`src/rtl/mem_port_arbiter_if.sv`:
```
// Bus between the cores, the shared-memory arbiter and the memory array.
// The master side is cores plus memory; the slave side is the arbiter.
interface mem_port_arbiter_if #(
  parameter int NCORES = 4,
  parameter int AW     = 10,
  parameter int DW     = 16
) ();
  logic [NCORES-1:0]    req;
  logic [NCORES*AW-1:0] req_addr;
  logic [NCORES-1:0]    req_we;
  logic [NCORES*DW-1:0] req_wdata;
  logic [NCORES-1:0]    grant;
  logic [NCORES-1:0]    ack;
  logic [DW-1:0]        rdata;
  logic [AW-1:0]        mem_addr;
  logic                 mem_we;
  logic [DW-1:0]        mem_wdata;
  logic [DW-1:0]        mem_rdata;

  modport master (
    output req, req_addr, req_we, req_wdata, mem_rdata,
    input  grant, ack, rdata, mem_addr, mem_we, mem_wdata
  );

  modport slave (
    input  req, req_addr, req_we, req_wdata, mem_rdata,
    output grant, ack, rdata, mem_addr, mem_we, mem_wdata
  );
endinterface

```
`src/rtl/mem_port_arbiter.sv`:
```
// Round-robin arbiter sharing one memory port among NCORES cores:
// registered grant, one-cycle memory stage, registered ack with read data.
module mem_port_arbiter #(
  parameter int NCORES = 4,
  parameter int AW     = 10,
  parameter int DW     = 16
) (
  input  logic               clk,
  input  logic               reset,
  mem_port_arbiter_if.slave  bus
);
  localparam int            PW   = (NCORES > 1) ? $clog2(NCORES) : 1;
  localparam logic [PW-1:0] LAST = PW'(NCORES - 1);

  logic [NCORES-1:0] grant_r;
  logic [NCORES-1:0] ack_r;
  logic [DW-1:0]     rdata_r;
  logic [AW-1:0]     mem_addr_r;
  logic              mem_we_r;
  logic [DW-1:0]     mem_wdata_r;
  logic [PW-1:0]     ptr_r;

  logic [NCORES-1:0] eff_req_s;
  logic              found_s;
  logic              hi_found_s;
  logic [PW-1:0]     lo_win_s;
  logic [PW-1:0]     hi_win_s;
  logic [PW-1:0]     win_s;
  logic [PW-1:0]     ptr_nx_s;
  logic [NCORES-1:0] grant_nx_s;
  logic [AW-1:0]     sel_addr_s;
  logic              sel_we_s;
  logic [DW-1:0]     sel_wdata_s;

  // A core being granted this cycle cannot win again until the next cycle.
  assign eff_req_s = bus.req & ~grant_r;

  // Round-robin pick: lowest requester at or above ptr, else lowest overall.
  always_comb begin
    found_s    = 1'b0;
    hi_found_s = 1'b0;
    lo_win_s   = {PW{1'b0}};
    hi_win_s   = {PW{1'b0}};
    for (int i = NCORES - 1; i >= 0; i--) begin
      found_s    = found_s | eff_req_s[i];
      lo_win_s   = eff_req_s[i] ? PW'(i) : lo_win_s;
      hi_found_s = hi_found_s | (eff_req_s[i] & (PW'(i) >= ptr_r));
      hi_win_s   = (eff_req_s[i] && (PW'(i) >= ptr_r)) ? PW'(i) : hi_win_s;
    end
    if (hi_found_s) begin
      win_s = hi_win_s;
    end else begin
      win_s = lo_win_s;
    end
    if (win_s == LAST) begin
      ptr_nx_s = {PW{1'b0}};
    end else begin
      ptr_nx_s = win_s + PW'(1);
    end
  end

  // One-hot grant and the winner's request fields.
  always_comb begin
    grant_nx_s  = {NCORES{1'b0}};
    sel_addr_s  = {AW{1'b0}};
    sel_we_s    = 1'b0;
    sel_wdata_s = {DW{1'b0}};
    for (int i = 0; i < NCORES; i++) begin
      if (found_s && (win_s == PW'(i))) begin
        grant_nx_s[i] = 1'b1;
        sel_addr_s    = bus.req_addr[i*AW +: AW];
        sel_we_s      = bus.req_we[i];
        sel_wdata_s   = bus.req_wdata[i*DW +: DW];
      end else begin
        grant_nx_s[i] = 1'b0;
      end
    end
  end

  // Arbitration stage and memory-stage completion registers.
  always_ff @(posedge clk) begin
    if (reset) begin
      grant_r     <= {NCORES{1'b0}};
      ack_r       <= {NCORES{1'b0}};
      rdata_r     <= {DW{1'b0}};
      mem_addr_r  <= {AW{1'b0}};
      mem_we_r    <= 1'b0;
      mem_wdata_r <= {DW{1'b0}};
      ptr_r       <= {PW{1'b0}};
    end else begin
      ack_r   <= grant_r;
      rdata_r <= bus.mem_rdata;
      grant_r <= grant_nx_s;
      if (found_s) begin
        mem_addr_r  <= sel_addr_s;
        mem_we_r    <= sel_we_s;
        mem_wdata_r <= sel_wdata_s;
        ptr_r       <= ptr_nx_s;
      end else begin
        mem_we_r    <= 1'b0;
      end
    end
  end

  assign bus.grant     = grant_r;
  assign bus.ack       = ack_r;
  assign bus.rdata     = rdata_r;
  assign bus.mem_addr  = mem_addr_r;
  // A write in its memory stage is dropped if reset arrives in that cycle.
  assign bus.mem_we    = mem_we_r & ~reset;
  assign bus.mem_wdata = mem_wdata_r;
endmodule

```
`src/flat_wrapper.sv`:
```
// flat-port wrapper written by rule: the top's interface ports become plain ports
module mem_port_arbiter_flat 
#(
  parameter int NCORES = 4,
  parameter int AW     = 10,
  parameter int DW     = 16
)
  (clk, reset, bus_req, bus_req_addr, bus_req_we, bus_req_wdata, bus_mem_rdata, bus_grant, bus_ack, bus_rdata, bus_mem_addr, bus_mem_we, bus_mem_wdata);
  mem_port_arbiter_if #(.NCORES(NCORES), .AW(AW), .DW(DW)) bus_i ();
  input  logic clk;
  input  logic reset;
  input wire logic [$bits(bus_i.req)-1:0] bus_req;
  input wire logic [$bits(bus_i.req_addr)-1:0] bus_req_addr;
  input wire logic [$bits(bus_i.req_we)-1:0] bus_req_we;
  input wire logic [$bits(bus_i.req_wdata)-1:0] bus_req_wdata;
  input wire logic [$bits(bus_i.mem_rdata)-1:0] bus_mem_rdata;
  output wire logic [$bits(bus_i.grant)-1:0] bus_grant;
  output wire logic [$bits(bus_i.ack)-1:0] bus_ack;
  output wire logic [$bits(bus_i.rdata)-1:0] bus_rdata;
  output wire logic [$bits(bus_i.mem_addr)-1:0] bus_mem_addr;
  output wire logic [$bits(bus_i.mem_we)-1:0] bus_mem_we;
  output wire logic [$bits(bus_i.mem_wdata)-1:0] bus_mem_wdata;
  assign bus_i.req = bus_req;
  assign bus_i.req_addr = bus_req_addr;
  assign bus_i.req_we = bus_req_we;
  assign bus_i.req_wdata = bus_req_wdata;
  assign bus_i.mem_rdata = bus_mem_rdata;
  assign bus_grant = bus_i.grant;
  assign bus_ack = bus_i.ack;
  assign bus_rdata = bus_i.rdata;
  assign bus_mem_addr = bus_i.mem_addr;
  assign bus_mem_we = bus_i.mem_we;
  assign bus_mem_wdata = bus_i.mem_wdata;
  mem_port_arbiter #(.NCORES(NCORES), .AW(AW), .DW(DW)) u_core (.clk(clk), .reset(reset), .bus(bus_i));
endmodule
```
`config.mk`:
```
export PLATFORM = sky130hd
export DESIGN_NAME = mem_port_arbiter_flat
export DESIGN_NICKNAME = d
export VERILOG_FILES = /design/src/rtl/mem_port_arbiter_if.sv /design/src/rtl/mem_port_arbiter.sv /design/src/flat_wrapper.sv
export SDC_FILE = /design/constraint.sdc
export NUM_CORES = 1
export LEC_CHECK = 0
export BUFFER_PORTS_ARGS = -buffer_cell sky130_fd_sc_hd__buf_2
export CELL_PAD_IN_SITES_DETAIL_PLACEMENT = 2
export CELL_PAD_IN_SITES_GLOBAL_PLACEMENT = 2
export CORE_UTILIZATION = 24
export CTS_CLUSTER_SIZE = 14
export DETAILED_ROUTE_END_ITERATION = 6
export PLACE_DENSITY = 0.83
export SETUP_SLACK_MARGIN = 0.4
export SLEW_MARGIN = 20
export SYNTH_ARGS = -nofsm -noshare
export SYNTH_HDL_FRONTEND = slang
export SYNTH_SLANG_ARGS = --single-unit
export TNS_END_PERCENT = 30
```
`constraint.sdc`:
```
create_clock -name clk -period 4.6 [get_ports clk]
set_input_delay 0.69 -clock clk [delete_from_list [all_inputs] [get_ports clk]]
set_output_delay 0.69 -clock clk [all_outputs]
set_load 0.01 [all_outputs]
```
After elaboration in Yosys (flattened, before gate mapping)
Cells that the tools add are included.
Storage, ports and cells
  bits of input ports: 130
  output and inout port bits: 51
  register bits: 53
  logic and storage cells: 66
Operators by class
  equal/unequal tests: 3
  $lt $le $gt $ge: 4
  $add $sub $neg: 1
  muxes and demuxes: 26
  bitwise operators: 15
  reduce and logical (&&, ||, !) cells: 10
Operators by type and width (count)
  16-bit two-way mux: 4
  10-bit two-way mux: 4
  2-bit two-way mux: 10
  1-bit logical AND: 8
  1-bit two-way mux: 8
  1-bit bitwise OR: 6
  1-bit bitwise AND: 5
  4-bit bitwise AND: 1
  2-bit == test, second input constant: 2
  1-bit by 2-bit greater-or-equal comparator with 1-bit output, first input constant: 2
  2-bit greater-or-equal comparator, first input constant: 2
  4-bit inverter: 1
  2-bit by 1-bit adder with 2-bit output, second input constant: 1
  2-bit by 1-bit == test with 1-bit output, second input constant: 1
  2-bit zero test: 1
  1-bit inverter: 2
  2-bit OR reduction: 1

Depth between registers and ports, before layout
  depth in word-level cells: 14
  depth in mapped cells: 11
  depth with buffers taken out: 9

Least setup slack after synthesis
OpenSTA, ideal clock, no wires.
  path type: input to register
  start point: input port bus_req[3]
  end point: register u_core.mem_wdata_r[10] (netlist: u_core.bus.mem_wdata[10])
  cell stages on the path: 11
  arrival time: 2476 ps
  required time: 4468 ps
  buffers on the path: 2
  path slack: 1992 ps
  setup time: 132 ps
  cell sequence: nor2b_1 o221ai_1 a22oi_1 inv_1 ha_1 nor2b_4 buf_6 buf_6 a221o_1 a221oi_2 nor3_1
On the way
  longest elaborated chain between the ends: 13
  elaborated cells between the ends (all ways): 30
  those cells by class: 3 x eq/ne; 13 x mux; 8 x bitwise; 6 x reduce/logical
Ends and longest elaborated chain
  start: declaration: RTL line flat_wrapper.sv:12  | input wire logic [$bits(bus_i.req)-1:0] bus_req;
  4-bit bitwise AND *: RTL line mem_port_arbiter.sv:36  | assign eff_req_s = bus.req & ~grant_r;
  1-bit logical AND: RTL line mem_port_arbiter.sv:48  | hi_win_s = (eff_req_s[i] && (PW'(i) >= ptr_r)) ? PW'(i) : hi_win_s;
  2-bit two-way mux (4 in series): RTL line mem_port_arbiter.sv:48
  2-bit two-way mux: RTL line mem_port_arbiter.sv:50  | if (hi_found_s) begin
  2-bit zero test: RTL line mem_port_arbiter.sv:69  | if (found_s && (win_s == PW'(i))) begin
  1-bit logical AND: RTL line mem_port_arbiter.sv:69
  16-bit two-way mux (4 in series): RTL line mem_port_arbiter.sv:69
  end signal: assignment: RTL line mem_port_arbiter.sv:88  | mem_wdata_r <= {DW{1'b0}};
  end signal: assignment: RTL line mem_port_arbiter.sv:97  | mem_wdata_r <= sel_wdata_s;
  end: declaration: RTL line mem_port_arbiter.sv:20  | logic [DW-1:0] mem_wdata_r;
Every way passes the cells marked *; elsewhere a longest branch is shown, timed or not.
A chain may end at the register's enable or synchronous reset.

Final worst setup path
  start point: input port bus_req[1]
  end point: register u_core.mem_addr_r[2] (netlist: u_core.bus.mem_addr[2])
On the way
  longest elaborated chain between the ends: 11
  elaborated cells between the ends (all ways): 24
  those cells by class: 3 x eq/ne; 9 x mux; 6 x bitwise; 6 x reduce/logical
Ends and longest elaborated chain
  4-bit bitwise AND *: RTL line mem_port_arbiter.sv:36
  1-bit bitwise AND / 1-bit logical AND (equally long branches): RTL line mem_port_arbiter.sv:47, mem_port_arbiter.sv:48
  1-bit bitwise OR / 2-bit two-way mux (equally long branches) (2 in series): RTL line mem_port_arbiter.sv:47, mem_port_arbiter.sv:48
  2-bit two-way mux: RTL line mem_port_arbiter.sv:50
  2-bit zero test: RTL line mem_port_arbiter.sv:69
  1-bit logical AND: RTL line mem_port_arbiter.sv:69
  10-bit two-way mux (4 in series): RTL line mem_port_arbiter.sv:69
  end signal: assignment: RTL line mem_port_arbiter.sv:86  | mem_addr_r <= {AW{1'b0}};
  end signal: assignment: RTL line mem_port_arbiter.sv:95  | mem_addr_r <= sel_addr_s;
  end: declaration: RTL line mem_port_arbiter.sv:18  | logic [AW-1:0] mem_addr_r;
Marked as above.

==> flow_summary.yaml <==
finish:
  antenna_cells: 0
  final_nets: 590
  syn2layout_area_growth_pct: 38.6
  num-fill-cells: 1261
  drive_gt1_frac: 0.479
  fin_area_um2: 3730
detailed_routing:
  wl_um: 9860
  drc: 0
  ant_nets: 0
  via_per_inst: 4.84
  dr.pass1.iters: 4
  wl_per_cell_um: 16.5
  vias: 2889
  dr.first_iter.drc_count: 89
sta:
  fin_crit_ns: 3.02
  min_period_over_period: 0.658
  relSlewSlack: 0.388
  drv_slew: 0
  final-hold-violation-count: 0
  worstMarginPinSlew_ns: 0.918
  layout_setup_ws_ns: 1.58
  skew_ns: 0.00454
  grt_setup_unrepaired: "false"
  fin_setup_tns_ns: 0
  max_freq_ghz: 0.331
  finalSetupViolations: 0
setup_path:
  cp_max_fo: 45
  worstSetupEndpointType: "flop"
  critPathKind: "in -> reg"
  startpoint_type: "input port"
  crit_required_ns: 4.84
  crit_arrival_ns: 3.26
  cp_slowest_cell: "ha_2"
  crit_chain: "buf_2 -> nor2b_1 -> o221ai_1 -> a22oi_1 -> inv_1 -> ha_2 -> or2_0 -> a221oi_1 -> or3_1 -> a21oi_1"
  max_stage_delay_ns: 0.78
power_and_ir_drop:
  p_leak_nw: 1.82
  p_int_mw: 1.24
  p_comb_frac: 0.556
  sw_frac_of_total: 0.415
  switching_power_mw: 0.881
  clkPwrFrac: 0.132
  seq_power_share: 0.311
  vdd_drop_max_v: 0.000171
  powerDensity_nw_per_um2: 569
placement:
  gp_congestion: 0.718
  post-place-ws_ns: 1.25
  place_area_um2: 3630
  dp_hpwl_um: 7510
  port_buffers: 180
synth:
  synth-seq-cells: 53
  async_flop_share: 0
  synth_fp_nets: 428
  synth.distinct_cells: 32
  synth-edff-count: 0
  yosysSeqAreaShare: 0.394
  ys_warn_count: 0
  ys.flop_type: "dfxtp_1"
  syn_area_um2: 2690
  synthCells: 294
  syn_area_per_cell_um2: 9.15
global_routing:
  grt_remaining_overflow: 0
  grt_pass1_vias: 3047
  grt_max_degree: 53
  antenna_found_initial: 0
  grt_pass1_wl_um: 15100
  grt_usage: 0.166
floorplan:
  coreArea_um2: 10900
  die_h_um: 108
  num_rows: 38
  die-area_um2: 11600
  io_pins: 181
  initial_core_util: 0.247
  die-width_um: 108
clocking:
  cts_tree: "done"
  post_cts_buffers: 0
  clk_latency_ns: 0.30
  clockRootBuffer: "clkbuf_8"
  cts_hold_buffers: 0
  post_cts_resized: 0
  path_clk_slew_ns: 0.11
  htreeDepth: 2
  cts_buffer_depth: 2
  numCtsBuffers: 5
  cts_sinks: 53
status:
  outcome: "finished, final reports clean"
min_path:
  hold_path.class: "reg -> reg"
flow_run:
  cap_violations: 0
## worst max-delay path, delay by kind of cell
family / cells / cell delay [ns]
AND/OR/NAND/NOR: 3 / 0.87
buffers and inverters: 2 / 0.25
adder cells (fa/ha/maj): 1 / 0.78
AO/OA/AOI/OAI: 4 / 0.66
## kinds of logic (layout without fill, tap and decap cells)
logic type      after synthesis  in the layout  share of synthesized area
compound gates               89             89                      0.294
fa+ha+maj                     4              4                     0.0186
buf+inv                      53            216                     0.0958
flops                        53             53                      0.394
simple gates                 95             95                      0.197
## cells in the final DEF, fill, tap and decap left out, types with 2 or more instances in the layout
cell type   count
clkbuf_8        5
a221oi_1        9
o221ai_1        2
buf_2         180
nor3_1         23
a221oi_2       18
a221o_1        21
or3_1           5
a21oi_1        28
ha_2            2
ha_1            2
o22ai_1         6
and2_1          3
nor2b_1        23
clkinvlp_4      2
dfxtp_1        53
nand2_1         7
nor2_1         24
buf_4           4
nand2b_4        4
inv_1          24
## state kept, by name (all words and copies together), names as in the netlist
register              flops
u_core.bus.mem_wdata     16
u_core.bus.mem_addr      10
u_core.bus.grant          4
u_core.mem_we_r           1
u_core.ptr_r              2
u_core.bus.rdata         16
u_core.bus.ack            4
## cell type report
| class | count | area [µm²] | area share |
|---|---|---|---|
| multi-input cells | 188 | 1380 | 0.369 |
| flip-flops and latches | 53 | 1060 | 0.284 |
| repair buffers | 184 | 931 | 0.250 |
| well taps | 140 | 175 | 0.0470 |
| inverters | 24 | 90.1 | 0.0242 |
| clock buffers | 5 | 68.8 | 0.0185 |
| clock inverters | 3 | 26.3 | 0.00704 |
## cell usage after synthesis, types with 2 or more instances
library cell | number | share of area
o22ai_1 | 6 | 0.014
buf_2 | 5 | 0.0093
buf_4 | 2 | 0.0056
nor2b_1 | 23 | 0.053
clkbuf_1 | 14 | 0.020
ha_1 | 4 | 0.019
a221o_1 | 21 | 0.078
buf_1 | 2 | 0.0028
a21oi_1 | 28 | 0.052
buf_6 | 6 | 0.025
nor2_1 | 24 | 0.033
or3_1 | 5 | 0.012
nor3_1 | 23 | 0.043
nand2_1 | 7 | 0.0098
o221ai_1 | 2 | 0.0065
dfxtp_1 | 53 | 0.39
and2_1 | 3 | 0.0070
nand2b_4 | 4 | 0.020
a221oi_1 | 9 | 0.029
a221oi_2 | 18 | 0.10
inv_1 | 24 | 0.033
## per-stage QoR
stage | std cells | power [mW] | utilization | hold slack, ns
after global placement | 589 | 1.81 | 0.334 | 0.446
after detailed placement | 589 | 1.87 | 0.334 | 0.452
after floorplan | 294 | 1.54 | - | 0.458
final | 597 | 2.12 | 0.343 | 0.459
after global routing | 597 | 2.28 | 0.343 | 0.476
after CTS | 597 | 2.16 | 0.343 | 0.469
## per-layer routing
metal,global-route usage,up-vias,part of all wire
met5,0,-,0
met4,0.0323,0,0.0039
met3,0.0375,2,0.064
met2,0.304,121,0.50
met1,0.195,1375,0.43
li1,-,1391,-
## final timing paths
check / cells after the start / from / end / slack [ns]
max reg2reg: 9 / u_core.bus.grant[0]$_SDFF_PP0_ / u_core.bus.mem_addr[2]$_SDFFE_PP0P_ / 1.70
max: 10 / bus_req[1] / u_core.bus.mem_addr[2]$_SDFFE_PP0P_ / 1.58
min reg2reg: 2 / u_core.bus.mem_addr[9]$_SDFFE_PP0P_ / u_core.bus.mem_addr[9]$_SDFFE_PP0P_ / 0.46
min: 2 / u_core.bus.mem_addr[9]$_SDFFE_PP0P_ / u_core.bus.mem_addr[9]$_SDFFE_PP0P_ / 0.46
## power groups by stage
stage	sequential, mW	clock [mW]	combinational [mW]
final	0.660	0.281	1.18
after global placement	0.669	0	1.14
after detailed placement	0.674	0	1.20
after floorplan	0.723	0	0.821
after CTS	0.663	0.298	1.20
after global routing	0.679	0.315	1.29
(Power assumes the default switching activity.)
